--- src/rtl/regbank_arb_pkg.sv ---
// Shared types for the register-bank write-port arbiter: register geometry,
// arbiter FSM states and the buffered write entry.
package regbank_arb_pkg;

  localparam int NUM_REGS = 16;
  localparam int ADDR_W   = 4;

  typedef enum logic [1:0] {
    IDLE,
    DRAIN,
    FLUSH
  } arb_state_e;

  typedef struct packed {
    logic [ADDR_W-1:0] addr;
    logic [31:0]       data;
    logic              high;
  } wb_entry_t;

  localparam int ENTRY_W = $bits(wb_entry_t);

endpackage

--- src/rtl/regbank_wb_fifo.sv ---
// ALU write buffer: DEPTH-entry circular FIFO with synchronous flush.
// reset is asynchronous active-low; a push while full is taken only alongside a pop.
module regbank_wb_fifo
  import regbank_arb_pkg::*;
#(
  parameter int DEPTH = 2
) (
  input  logic               clk,
  input  logic               reset,
  input  logic               push_i,
  input  logic               pop_i,
  input  logic               flush_i,
  input  logic [ENTRY_W-1:0] din_i,
  output logic [ENTRY_W-1:0] head_o,
  output logic               full_o,
  output logic               empty_o,
  output logic               last_o
);

  localparam int PTR_W = (DEPTH > 1) ? $clog2(DEPTH) : 1;
  localparam int CNT_W = $clog2(DEPTH + 1);

  logic [ENTRY_W-1:0] mem_q [DEPTH];
  logic [PTR_W-1:0]   wr_ptr_q;
  logic [PTR_W-1:0]   rd_ptr_q;
  logic [CNT_W-1:0]   count_q;
  logic               do_push;
  logic               do_pop;

  assign full_o  = (count_q == CNT_W'(DEPTH));
  assign empty_o = (count_q == '0);
  assign last_o  = (count_q == CNT_W'(1));
  assign head_o  = mem_q[rd_ptr_q];

  assign do_pop  = pop_i && !empty_o;
  assign do_push = push_i && (!full_o || do_pop);

  // Pointers are PTR_W wide with DEPTH a power of two, so they wrap naturally.
  always_ff @(posedge clk or negedge reset) begin
    if (!reset) begin
      wr_ptr_q <= '0;
      rd_ptr_q <= '0;
      count_q  <= '0;
    end else if (flush_i) begin
      wr_ptr_q <= '0;
      rd_ptr_q <= '0;
      count_q  <= '0;
    end else begin
      if (do_push) wr_ptr_q <= wr_ptr_q + PTR_W'(1);
      if (do_pop)  rd_ptr_q <= rd_ptr_q + PTR_W'(1);
      count_q <= count_q + CNT_W'(do_push) - CNT_W'(do_pop);
    end
  end

  always_ff @(posedge clk) begin
    if (do_push && !flush_i) mem_q[wr_ptr_q] <= din_i;
  end

endmodule

--- src/rtl/regbank_wb_arbiter.sv ---
// Arbitrates the register bank write port between load returns (always win) and buffered ALU
// results, scoreboards in-flight destinations for decode hazards. Optional REGARB_BYPASS_EN.
module regbank_wb_arbiter
  import regbank_arb_pkg::*;
#(
  parameter int FIFO_DEPTH = 2
) (
  input  logic              clk,
  input  logic              reset,
  input  logic              alu_valid,
  output logic              alu_ready,
  input  logic [ADDR_W-1:0] alu_addr,
  input  logic [31:0]       alu_data,
  input  logic              alu_high,
  input  logic              ld_issue,
  output logic              ld_ready,
  input  logic [ADDR_W-1:0] ld_addr,
  input  logic              mem_valid,
  input  logic [ADDR_W-1:0] mem_addr,
  input  logic [31:0]       mem_data,
  input  logic              flush,
  input  logic [ADDR_W-1:0] rd_addr_a,
  input  logic [ADDR_W-1:0] rd_addr_b,
  output logic              hazard_a,
  output logic              hazard_b,
  output logic [31:0]       byp_data_a,
  output logic [31:0]       byp_data_b,
  output logic              wb_we,
  output logic              wb_high,
  output logic [ADDR_W-1:0] wb_addr,
  output logic [31:0]       wb_data
);

  localparam int CNT_W = $clog2(FIFO_DEPTH + 2);

  arb_state_e         state_q;
  logic [NUM_REGS-1:0] ld_pend_q, ld_pend_d;
  logic [CNT_W-1:0]   alu_cnt_q [NUM_REGS];
  logic [CNT_W-1:0]   alu_cnt_d [NUM_REGS];
  wb_entry_t          wb_q, wb_d;
  logic               wb_we_q, wb_we_d;
  logic               wb_mem_q, wb_mem_d;

  logic               alu_acc, alu_nz, direct;
  logic               fifo_push, fifo_pop, fifo_full, fifo_empty, fifo_last;
  logic [ENTRY_W-1:0] fifo_head_raw;
  wb_entry_t          fifo_head, alu_entry;
  logic [ADDR_W-1:0]  rd [2];
  logic [1:0]         hz;
  logic [31:0]        byp [2];

  assign alu_ready = !fifo_full && (state_q != FLUSH);
  assign alu_acc   = alu_valid && alu_ready && !flush;
  assign alu_nz    = (alu_addr != '0);
  assign fifo_pop  = !mem_valid && !flush && !fifo_empty;
  // An empty buffer with a free port forwards the ALU write straight to wb_*.
  assign direct    = !mem_valid && fifo_empty && alu_acc && alu_nz;
  assign fifo_push = alu_acc && alu_nz && !direct;
  assign alu_entry = '{addr: alu_addr, data: alu_data, high: alu_high};
  assign fifo_head = wb_entry_t'(fifo_head_raw);
  assign ld_ready  = !ld_pend_q[ld_addr];

  regbank_wb_fifo #(.DEPTH(FIFO_DEPTH)) u_fifo (
    .clk     (clk),
    .reset   (reset),
    .push_i  (fifo_push),
    .pop_i   (fifo_pop),
    .flush_i (flush),
    .din_i   (alu_entry),
    .head_o  (fifo_head_raw),
    .full_o  (fifo_full),
    .empty_o (fifo_empty),
    .last_o  (fifo_last)
  );

  always_comb begin
    wb_we_d  = 1'b0;
    wb_mem_d = 1'b0;
    wb_d     = wb_q;
    if (mem_valid) begin
      if (mem_addr != '0) begin
        wb_we_d  = 1'b1;
        wb_mem_d = 1'b1;
        wb_d     = '{addr: mem_addr, data: mem_data, high: 1'b0};
      end
    end else if (fifo_pop) begin
      wb_we_d = 1'b1;
      wb_d    = fifo_head;
    end else if (direct) begin
      wb_we_d = 1'b1;
      wb_d    = alu_entry;
    end
  end

  // Scoreboard entries retire when their write is the one currently on wb_*.
  always_comb begin
    ld_pend_d = ld_pend_q;
    if (wb_we_q && wb_mem_q) ld_pend_d[wb_q.addr] = 1'b0;
    if (ld_issue && ld_ready && (ld_addr != '0)) ld_pend_d[ld_addr] = 1'b1;
    for (int r = 0; r < NUM_REGS; r++) begin
      alu_cnt_d[r] = '0;
      if (!flush) begin
        alu_cnt_d[r] = alu_cnt_q[r]
                     + CNT_W'(alu_acc && alu_nz && (alu_addr == ADDR_W'(r)))
                     - CNT_W'(wb_we_q && !wb_mem_q && (wb_q.addr == ADDR_W'(r)));
      end
    end
  end

  always_ff @(posedge clk or negedge reset) begin
    if (!reset) begin
      wb_we_q   <= 1'b0;
      wb_mem_q  <= 1'b0;
      wb_q      <= '0;
      ld_pend_q <= '0;
      for (int r = 0; r < NUM_REGS; r++) alu_cnt_q[r] <= '0;
    end else begin
      wb_we_q   <= wb_we_d;
      wb_mem_q  <= wb_mem_d;
      wb_q      <= wb_d;
      ld_pend_q <= ld_pend_d;
      for (int r = 0; r < NUM_REGS; r++) alu_cnt_q[r] <= alu_cnt_d[r];
    end
  end

  always_ff @(posedge clk or negedge reset) begin
    if (!reset) begin
      state_q <= IDLE;
    end else if (flush) begin
      state_q <= FLUSH;
    end else begin
      case (state_q)
        IDLE:    if (fifo_push) state_q <= DRAIN;
        DRAIN:   if (fifo_pop && fifo_last && !fifo_push) state_q <= IDLE;
        FLUSH:   state_q <= IDLE;
        default: state_q <= IDLE;
      endcase
    end
  end

  assign rd[0] = rd_addr_a;
  assign rd[1] = rd_addr_b;

  always_comb begin
    for (int p = 0; p < 2; p++) begin
      hz[p]  = (rd[p] != '0) && (ld_pend_q[rd[p]] || (alu_cnt_q[rd[p]] != '0));
      byp[p] = '0;
`ifdef REGARB_BYPASS_EN
      // Forward only when the write on wb_* leaves nothing else outstanding for rd.
      if (wb_we_q && (rd[p] != '0) && (wb_q.addr == rd[p]) &&
          !((ld_pend_q[rd[p]] && !wb_mem_q) || (alu_cnt_q[rd[p]] != CNT_W'(!wb_mem_q)))) begin
        hz[p]  = wb_q.high;
        byp[p] = wb_q.high ? {wb_q.data[15:0], 16'h0} : wb_q.data;
      end
`endif
    end
  end

  assign hazard_a   = hz[0];
  assign hazard_b   = hz[1];
  assign byp_data_a = byp[0];
  assign byp_data_b = byp[1];
  assign wb_we      = wb_we_q;
  assign wb_high    = wb_q.high;
  assign wb_addr    = wb_q.addr;
  assign wb_data    = wb_q.data;

endmodule

--- config.mk ---
export PLATFORM = sky130hd
export DESIGN_NAME = regbank_wb_arbiter
export DESIGN_NICKNAME = d
export VERILOG_FILES = /design/src/rtl/regbank_arb_pkg.sv /design/src/rtl/regbank_wb_fifo.sv /design/src/rtl/regbank_wb_arbiter.sv
export SDC_FILE = /design/constraint.sdc
export NUM_CORES = 1
export LEC_CHECK = 0
export CORE_MARGIN = 2
export CORE_UTILIZATION = 40
export DETAILED_ROUTE_END_ITERATION = 8
export PLACE_DENSITY = 0.74
export SYNTH_ARGS = -nofsm -noshare
export SYNTH_HDL_FRONTEND = slang
export SYNTH_SLANG_ARGS = --single-unit
--- constraint.sdc ---
create_clock -name clk -period 10 [get_ports clk]
set_clock_uncertainty 0.15 [all_clocks]
set_input_delay 2 -clock clk [delete_from_list [all_inputs] [get_ports clk]]
set_output_delay 2 -clock clk [all_outputs]
set_load 0.005 [all_outputs]
# Word-level counts from Yosys, hierarchy flattened
# Memory sizes are Yosys's and may differ from the RTL's.
# Index checks and enable logic that the tools add are counted.
totals:
  output_inout_bits: 106
  ff_bits: 93
  mem_count: 1
  word_cells: 249
  ramBits: 74
memory_table:
  columns: ["name", "words", "width", "rd", "rd_ports_with_merged_regs", "wr", "line_no", "rtl"]
  rows:
  - ["u_fifo.mem_q", 2, 37, 1, 0, 1, "regbank_wb_fifo.sv:23", "logic [ENTRY_W-1:0] mem_q [DEPTH];"]
op_classes:
  bitwise_logic: 5
  magnitude_cmp: 8
  n_eq_ne: 37
  mux: 54
  reduce_logical: 82
  addsub: 36
ops:
  columns: ["operator", "n"]
  rows:
  - ["two-way mux 37 bit", 4]
  - ["== test 4 bit (second input constant)", 16]
  - ["logical AND 1 bit", 55]
  - ["two-way mux 2 bit", 24]
  - ["adder 2 x 1 -> 2 bit", 17]
  - ["subtractor 2 x 1 -> 2 bit", 17]
  - ["== test 4 x 3 -> 1 bit (second input constant)", 8]
  - ["two-way mux 16 bit", 2]
  - ["< comparator 4 x 5 -> 1 bit (second input constant)", 4]
  - ["nonzero test 4 bit", 5]
  - ["bitwise AND 16 bit", 1]
  - ["binary-select mux 2 bit (select 4 bit)", 2]
  - ["== test 4 x 2 -> 1 bit (second input constant)", 4]
  - ["two-way mux 1 bit", 16]
  - ["NOT 16 bit", 1]
  - ["OR 16 bit", 1]
  - ["binary-select mux 1 bit (select 4 bit)", 3]
  - ["greater-or-equal comparator 5 bit (second input constant)", 2]
  - ["NOT 4 -> 5 bit", 2]
  - ["demux 1 bit (select 4 bit)", 2]
  - ["== test 4 x 1 -> 1 bit (second input constant)", 2]
  - ["greater-or-equal comparator 4 x 1 -> 1 bit (second input constant)", 2]
  - ["logical NOT 1 bit", 8]
  - ["logical NOT 4 bit", 2]
  - ["other kinds (12)", 22]

# Depth between registers and ports, before layout
# Gate-level depths: netlist (run 1).
depth:
  ltp_word: 14
  depth_mapped: 11
  mapped_depth_nobuf: 10

# Cells and area by module
# Synthesis (run 1) repeated with hierarchy kept, for this count alone.
hier_totals:
  hier_cells: 797
  area_unflattened_um2: 9036.2
modules_own_cells:
  columns: ["mod", "area_per_inst_um2", "instances", "cells_per_inst", "seq_area_each_um2"]
  rows:
  - ["regbank_wb_arbiter", 6100.9, 1, 653, 2177.1]
  - ["regbank_wb_fifo", 2935.3, 1, 144, 2322.2]

# Least setup slack after synthesis (run 1)
# No wires, ideal clock.
synth_timing:
  kind: "in2out"
  start: "in ld_addr[0]"
  end: "out ld_ready"
  path_slack_ps: 4630
  arrival_ps: 3220
  required_time_ps: 7850
  stages: 4
  path_cell_list: "buf_2 -> mux4_2 -> mux4_2 -> inv_1"
synth_via:
  elab_chain_len: 3
synth_rtl:
  columns: ["element", "line_no", "rtl"]
  rows:
  - ["start: declaration", "regbank_wb_arbiter.sv:17", "input logic [ADDR_W-1:0] ld_addr,"]
  - ["binary-select mux 1 bit (select 4 bit)", "regbank_wb_arbiter.sv:61", "assign ld_ready = !ld_pend_q[ld_addr];"]
  - ["two-way mux 1 bit (implied by the code)", "regbank_wb_arbiter.sv:61", null]
  - ["logical NOT 1 bit", "regbank_wb_arbiter.sv:61", null]
  - ["end: declaration", "regbank_wb_arbiter.sv:16", "output logic ld_ready,"]
# No other way between the ends. The select of a mux whose other input is x is not followed.

# Worst setup path in the final report (run 1)
# Ends and elaborated chain as after synthesis.

==> results of run 1 <==
[cell usage after synthesis (3+ instances only)]
master	count	area (um^2)
dfrtp_1	91	2280
edfxtp_1	74	2220
o21ai_0	69	345
buf_4	67	503
nand2_1	55	206
mux2_2	43	484
nor2_1	40	150
mux2i_1	37	370
ha_1	32	400
mux2_4	29	435
inv_1	22	82.6
nor2b_1	22	138
clkbuf_1	19	71.3
nor3_1	17	85.1
xnor2_1	16	140
xor2_1	16	140
nor4_1	9	56.3
nand3_1	8	40.0
mux4_2	7	158
nand2b_1	6	37.5
a211oi_1	5	37.5
nand3b_1	5	37.5
buf_2	4	20.0
nor3b_1	4	30.0
a21oi_1	3	15.0
buf_1	3	11.3
buf_12	3	60.1
buf_6	3	33.8
or3_1	3	18.8
[stage by stage]
step | hold slack (ns) | util
6_report | 0.276 | 0.494
2_1_floorplan | 0.247 | -
5_1_grt | 0.294 | 0.494
3_5_place_dp | 0.267 | 0.465
4_1_cts | 0.276 | 0.494
3_3_place_gp | 0.261 | 0.465
[final timing paths]
check | startpoint | end | slack, ns | depth (start not counted)
max | ld_addr[0] | ld_ready | 3.58 | 5
min | state_q[1]$_DFFE_PN0P_ | state_q[0]$_DFFE_PN0P_ | 0.28 | 1
max reg2reg | u_fifo.count_q[1]$_DFF_PN0_ | alu_cnt_q[15]$_DFF_PN0_ | 7.08 | 10
min reg2reg | state_q[1]$_DFFE_PN0P_ | state_q[0]$_DFFE_PN0P_ | 0.28 | 1
max in group asynchronous | reset | wb_data[2]$_DFFE_PN0P_ | 7.13 | 2
min in group asynchronous | reset | alu_cnt_q[8]$_DFF_PN0_ | 1.28 | 1
[report_power, final]
part	switching, uW	internal, uW
Sequential	69.8	780
Combinational	179	225
Clock	315	386
Total	563	1390
[cells by family after synthesis]
group | count (synthesis) | share of synthesized area
compound gates | 93 | 0.0600
xor+xnor | 32 | 0.0316
other cells | 1 | 0.000422
flops | 165 | 0.507
simple gates | 183 | 0.105
buf+inv | 121 | 0.0881
mux | 116 | 0.163
fa+ha+maj | 32 | 0.0451
[flip-flops by register name, indices dropped and copies added (netlist names)]
name,cells
u_fifo.wr_ptr_q,1
wb_addr,4
wb_data,32
ld_pend_q,16
u_fifo.rd_ptr_q,1
wb_high,1
state_q,2
wb_mem_q,1
u_fifo.mem_q,74
wb_we,1
u_fifo.count_q,2
alu_cnt_q,30
[metal layers]
layer,wire length (um),vias to the layer above,GRT usage
met5,13,-,0
met4,208,2,0.0432
met3,1690,19,0.0720
met2,8900,212,0.272
met1,8470,2781,0.213
li1,-,2749,-
[area by class of cell]
| class | count | area, um^2 | share of cell area |
|---|---|---|---|
| Antenna cell | 2 | 5.00 | 0.000464 |
| Multi-Input combinational cell | 520 | 3850 | 0.357 |
| Clock buffer | 17 | 425 | 0.0394 |
| Clock inverter | 15 | 210 | 0.0195 |
| Tap cell | 280 | 350 | 0.0325 |
| Timing Repair Buffer | 139 | 1370 | 0.127 |
| Sequential cell | 165 | 4500 | 0.417 |
| Inverter | 22 | 82.6 | 0.00765 |
[layout by cell type, fill, tap and decap left out, types with 7 or more instances in the layout]
cell / instances
mux2i_1: 37
dfrtp_1: 91
clkdlybuf4s50_1: 130
mux4_2: 7
o21ai_0: 69
nor3_1: 17
nor2_1: 39
nor4_1: 9
conb_1: 64
nand3_1: 8
xnor2_1: 16
nand2_1: 55
buf_4: 8
xor2_1: 16
edfxtp_1: 74
mux2_4: 29
nor2b_1: 22
clkbuf_16: 17
ha_1: 32
mux2_2: 43
inv_1: 22
==> impl_metrics.toml, run 1 <==
[outcome]
status = "finished clean"

[critical_path]
crit_family = "buffers and inverters"
timing.critical_path.arrival_ns = 4.27
timing.critical_path.fanout_max = 8
timing.critical_path.to_type = "output port"
cp.buffers_inverters = 3
crit_type = "input pin to output port"
launching_element_type_of_the_critical_path = "input pin"
required_ns = 7.85
timing.critical_path.slowest_stage_cell = "clkdlybuf4s50_1"
max_stage_delay_ns = 0.68
worstPathCellList = "clkdlybuf4s50_1, mux4_2, mux4_2, inv_1, clkdlybuf4s50_1"

[cts]
clkTransAtPathRegs_ns = 0.06
cts_repair_resize_count = 0
cts_buffer_depth = 2
cts_hold_repair.buffers = 0
cts_tree = "built"
cts_post_setup_buffers_inserted = 0
ctsHtreeMaxLevel = 4
cts_sinks = 165
cts_root_buf = "clkbuf_16"
clock_insertion_delay_worst_skew_ns = 0.43
cts_inserted_buffers = 17

[sta]
max_freq_mhz = 156
fin_crit_ns = 6.42
setup-violations-final = 0
layout_worst_path_cycle_share = 0.642
slew-limit-headroom = 0.315
final-hold-violation-count = 0
slew_violations = 0
timing.final.ws_setup_ns = 3.58
grt_setup_unrepaired = "false"
totalNegativeSetupSlack_ns = 0
actual_transition_at_the_worst_max_transition_pin_ns = 1.03

[routing]
route.vias.total = 5763
dr.pass1.iters = 4
number_of_vias_per_cell = 4.97
antenna_left = 0
route.detailed.wl_per_inst_um = 16.6
total_routed_length_mm = 19.3
drt_drc_violations_left = 0
dr.first_iter.drc_count = 250

[floorplanning]
design.die.area_um2 = 23400
die_y_um = 153
io_pins = 197
start_util = 0.407
dieWidth_um = 153
floorplan.core_area_um2 = 21800
placement_rows = 54

[synth]
number_of_flops_mapped_to_enable_cells_by_yosys = 74
yosys.cell_types.count = 54
ys_dominant_reg_cell = "dfrtp_1"
synthesis.area_per_instance_um2 = 12.0
synth-seq-cells = 165
synth_sequential_area_ratio = 0.507
synth-warning-count = 0
synthesis.area_um2 = 8880
async_reset_ff_frac = 0.552
postSynthCellCount = 743

[flow_run]
timing.max_cap.violations = 0

[grt]
first_global_vias = 5930
grt_first_pass_wirelength_mm = 31.4
globalRouteTotalUtil = 0.170
grt_antenna_before_repair = 2
grt_max_degree = 81
gr-total-overflow = 0

[placement]
dp_worst_setup_slack_ns = 3.57
io_buffers = 132
dp.final_hpwl_mm = 13.3
dpl-instance-area_um2 = 10200
post-place-cells = 1126
finalWeightedCongestion = 0.878

[pwr]
power.leakage_uw = 0.00450
vdd.ir_drop.worst_v = 0.000125
power.density_cell_area_nw_per_um2 = 181
post-layout-total-power_uw = 1950

[layout]
filler_cells = 1971
layout.nets = 988
flow.area_growth_from_synthesis_pct = 21.5
finish.instance_area_um2 = 10800
post_route_cells_drive_above_1_share = 0.150
final_cells = 1160

[min_path]
min_path_type = "flop to flop"
No activity file was read; power rests on OpenSTA's default activity.
==> run 2: changes to the inputs <==
--- a/config.mk
+++ b/config.mk
@@ -8,7 +8,7 @@
 export CORE_MARGIN = 2
 export CORE_UTILIZATION = 40
 export DETAILED_ROUTE_END_ITERATION = 8
-export PLACE_DENSITY = 0.74
+export PLACE_DENSITY = 0.76
 export SYNTH_ARGS = -nofsm -noshare
 export SYNTH_HDL_FRONTEND = slang
 export SYNTH_SLANG_ARGS = --single-unit
==> constraint.sdc (replaced) <==
create_clock -name clk -period 5.7 [get_ports clk]
set_clock_uncertainty 0.15 [all_clocks]
set_input_delay 1.14 -clock clk [delete_from_list [all_inputs] [get_ports clk]]
set_output_delay 1.14 -clock clk [all_outputs]
set_load 0.005 [all_outputs]
==> run 2 against run 1 <==
Clock power is 68% higher. Combinational power increased by 75%. Setup slack got worse by 2.6 ns. Via count rose by 1.8%. Register-to-register slack worse by 4.3 ns. Critical path type unchanged.
==> impl_metrics.toml, run 2 (same netlist as run 1, synthesis figures left out) <==
[outcome]
status = "finished clean"

[layout]
post_route_cells_drive_above_1_share = 0.151
layout.core_utilization = 0.494
multi_input_comb_area_um2 = 3850
filler_cells = 1967
layout.cells.most_common_list = "130 x clkdlybuf4s50_1, 91 x dfrtp_1, 74 x edfxtp_1, 69 x o21ai_0, 64 x conb_1"
layout.cells.most_common = "clkdlybuf4s50_1"
top_register = "u_fifo.mem_q"
layout.nets = 989
sequential_cell_area_um2 = 4500
flow.area_growth_from_synthesis_pct = 21.3
largest_register_ff_count = 74

[sta]
layout_worst_path_cycle_share = 0.820
setup-violations-final = 0
final-hold-violation-count = 0
slew-limit-headroom = 0.339
fin_crit_ns = 4.68
totalNegativeSetupSlack_ns = 0
max_freq_mhz = 214
slew_violations = 0
actual_transition_at_the_worst_max_transition_pin_ns = 0.989
timing.final.ws_setup_ns = 1.02
grt_setup_unrepaired = "false"

[critical_path]
startpoint = "ld_addr[0]"
r2r_end = "alu_cnt_q[15]$_DFF_PN0_"
required_ns = 4.41
timing.critical_path.arrival_ns = 3.39
crit_type = "input pin to output port"
timing.reg2reg.worst_path_depth = 10
timing.critical_path.to_type = "output port"
launching_element_type_of_the_critical_path = "input pin"
timing.critical_path.fanout_max = 8
worst_setup_path_endpoint = "ld_ready"
critical_path.reg2reg.startpoint = "u_fifo.count_q[1]$_DFF_PN0_"
timing.reg2reg.setup_slack_ns = 2.78

[cts]
clkTransAtPathRegs_ns = 0.07
cts_root_buf = "clkbuf_16"
cts_sinks = 165
cts_post_setup_buffers_inserted = 0
cts_hold_repair.buffers = 0
clock_insertion_delay_worst_skew_ns = 0.43
cts_repair_resize_count = 0
cts_tree = "built"
cts_buffer_depth = 2
ctsHtreeMaxLevel = 4
cts_inserted_buffers = 17

[pwr]
vdd.ir_drop.worst_v = 0.000184
post-layout-total-power_uw = 3380
power.density_cell_area_nw_per_um2 = 314
power.leakage_uw = 0.00449

[grt]
global_route.usage.met2 = 0.262
gr-total-overflow = 0
globalRouteTotalUtil = 0.168
gr-usage-met1 = 0.218
first_global_vias = 5937
grt_antenna_before_repair = 2
grt_max_degree = 67
gr-usage-met3 = 0.0680
top_usage_layer = "met2"
grt_first_pass_wirelength_mm = 31.3

[floorplanning]
io_pins = 197
dieWidth_um = 153
placement_rows = 54
die_y_um = 153
design.die.area_um2 = 23400
start_util = 0.407
floorplan.core_area_um2 = 21800

[routing]
dr.pass1.iters = 5
number_of_vias_per_cell = 5.06
total_routed_length_mm = 19.4
drt_drc_violations_left = 0
antenna_left = 0
dr.first_iter.drc_count = 292
route.detailed.wl_per_inst_um = 16.7
route.vias.total = 5866

[placement]
dp.final_hpwl_mm = 13.7
io_buffers = 132
dp_worst_setup_slack_ns = 1.02
finalWeightedCongestion = 0.892

[flow_run]
timing.max_cap.violations = 0

[min_path]
min_path_type = "flop to flop"
[run 2: cell count changes in the layout (fill, tap and decap cells not counted), sizes merged]
cell	change
clkinv	+1
inv	-1
bufinv	-1
diode	-1
clkinvlp	+1
buf	+1
[run 2: routing by layer]
| metal | wire [um] | share of wire | vias to the layer above |
|---|---|---|---|
| li1 | - | - | 2749 |
| met1 | 8440 | 0.44 | 2863 |
| met2 | 8790 | 0.45 | 235 |
| met3 | 1900 | 0.098 | 17 |
| met4 | 258 | 0.013 | 2 |
| met5 | 15 | 0.00077 | - |
[run 2: through the flow]
stage	hold slack, ns	std cells	area [um^2]
after floorplan	0.247	806	9120
after CTS	0.276	1159	10800
final	0.280	1160	10800
after global routing	0.310	1159	10800
after detailed placement	0.268	1127	10200
after global placement	0.259	1127	10200
[run 2: where the power goes]
part           internal [uW]  leakage [uW]  switching (uW)
registers               1370       0.00181             123
logic                    396       0.00238             309
clock network            633      0.000295             552
[run 2: critical path: stages]
cell and delay, ns:
clkdlybuf4s50_1 0.68, mux4_2 0.56, mux4_2 0.46, inv_1 0.06
clkdlybuf4s50_1 0.48
[run 2: final cells by class]
class | count | area share
multi-input cells | 520 | 0.358
flip-flops and latches | 165 | 0.418
well taps | 280 | 0.0325
clock buffers | 17 | 0.0395
repair buffers | 140 | 0.127
diodes | 1 | 0.000232
clock inverters | 15 | 0.0175
inverters | 22 | 0.00766
[run 2: worst min path at each step]
stage,startpoint,endpoint,depth (start not counted)
final,state_q[1]$_DFFE_PN0P_,state_q[0]$_DFFE_PN0P_,1
after global routing,state_q[1]$_DFFE_PN0P_,state_q[0]$_DFFE_PN0P_,1
after CTS,state_q[1]$_DFFE_PN0P_,state_q[0]$_DFFE_PN0P_,1
after detailed placement,state_q[1]$_DFFE_PN0P_,state_q[0]$_DFFE_PN0P_,1
after global placement,state_q[1]$_DFFE_PN0P_,state_q[0]$_DFFE_PN0P_,1
after floorplan,state_q[1]$_DFFE_PN0P_,state_q[0]$_DFFE_PN0P_,1
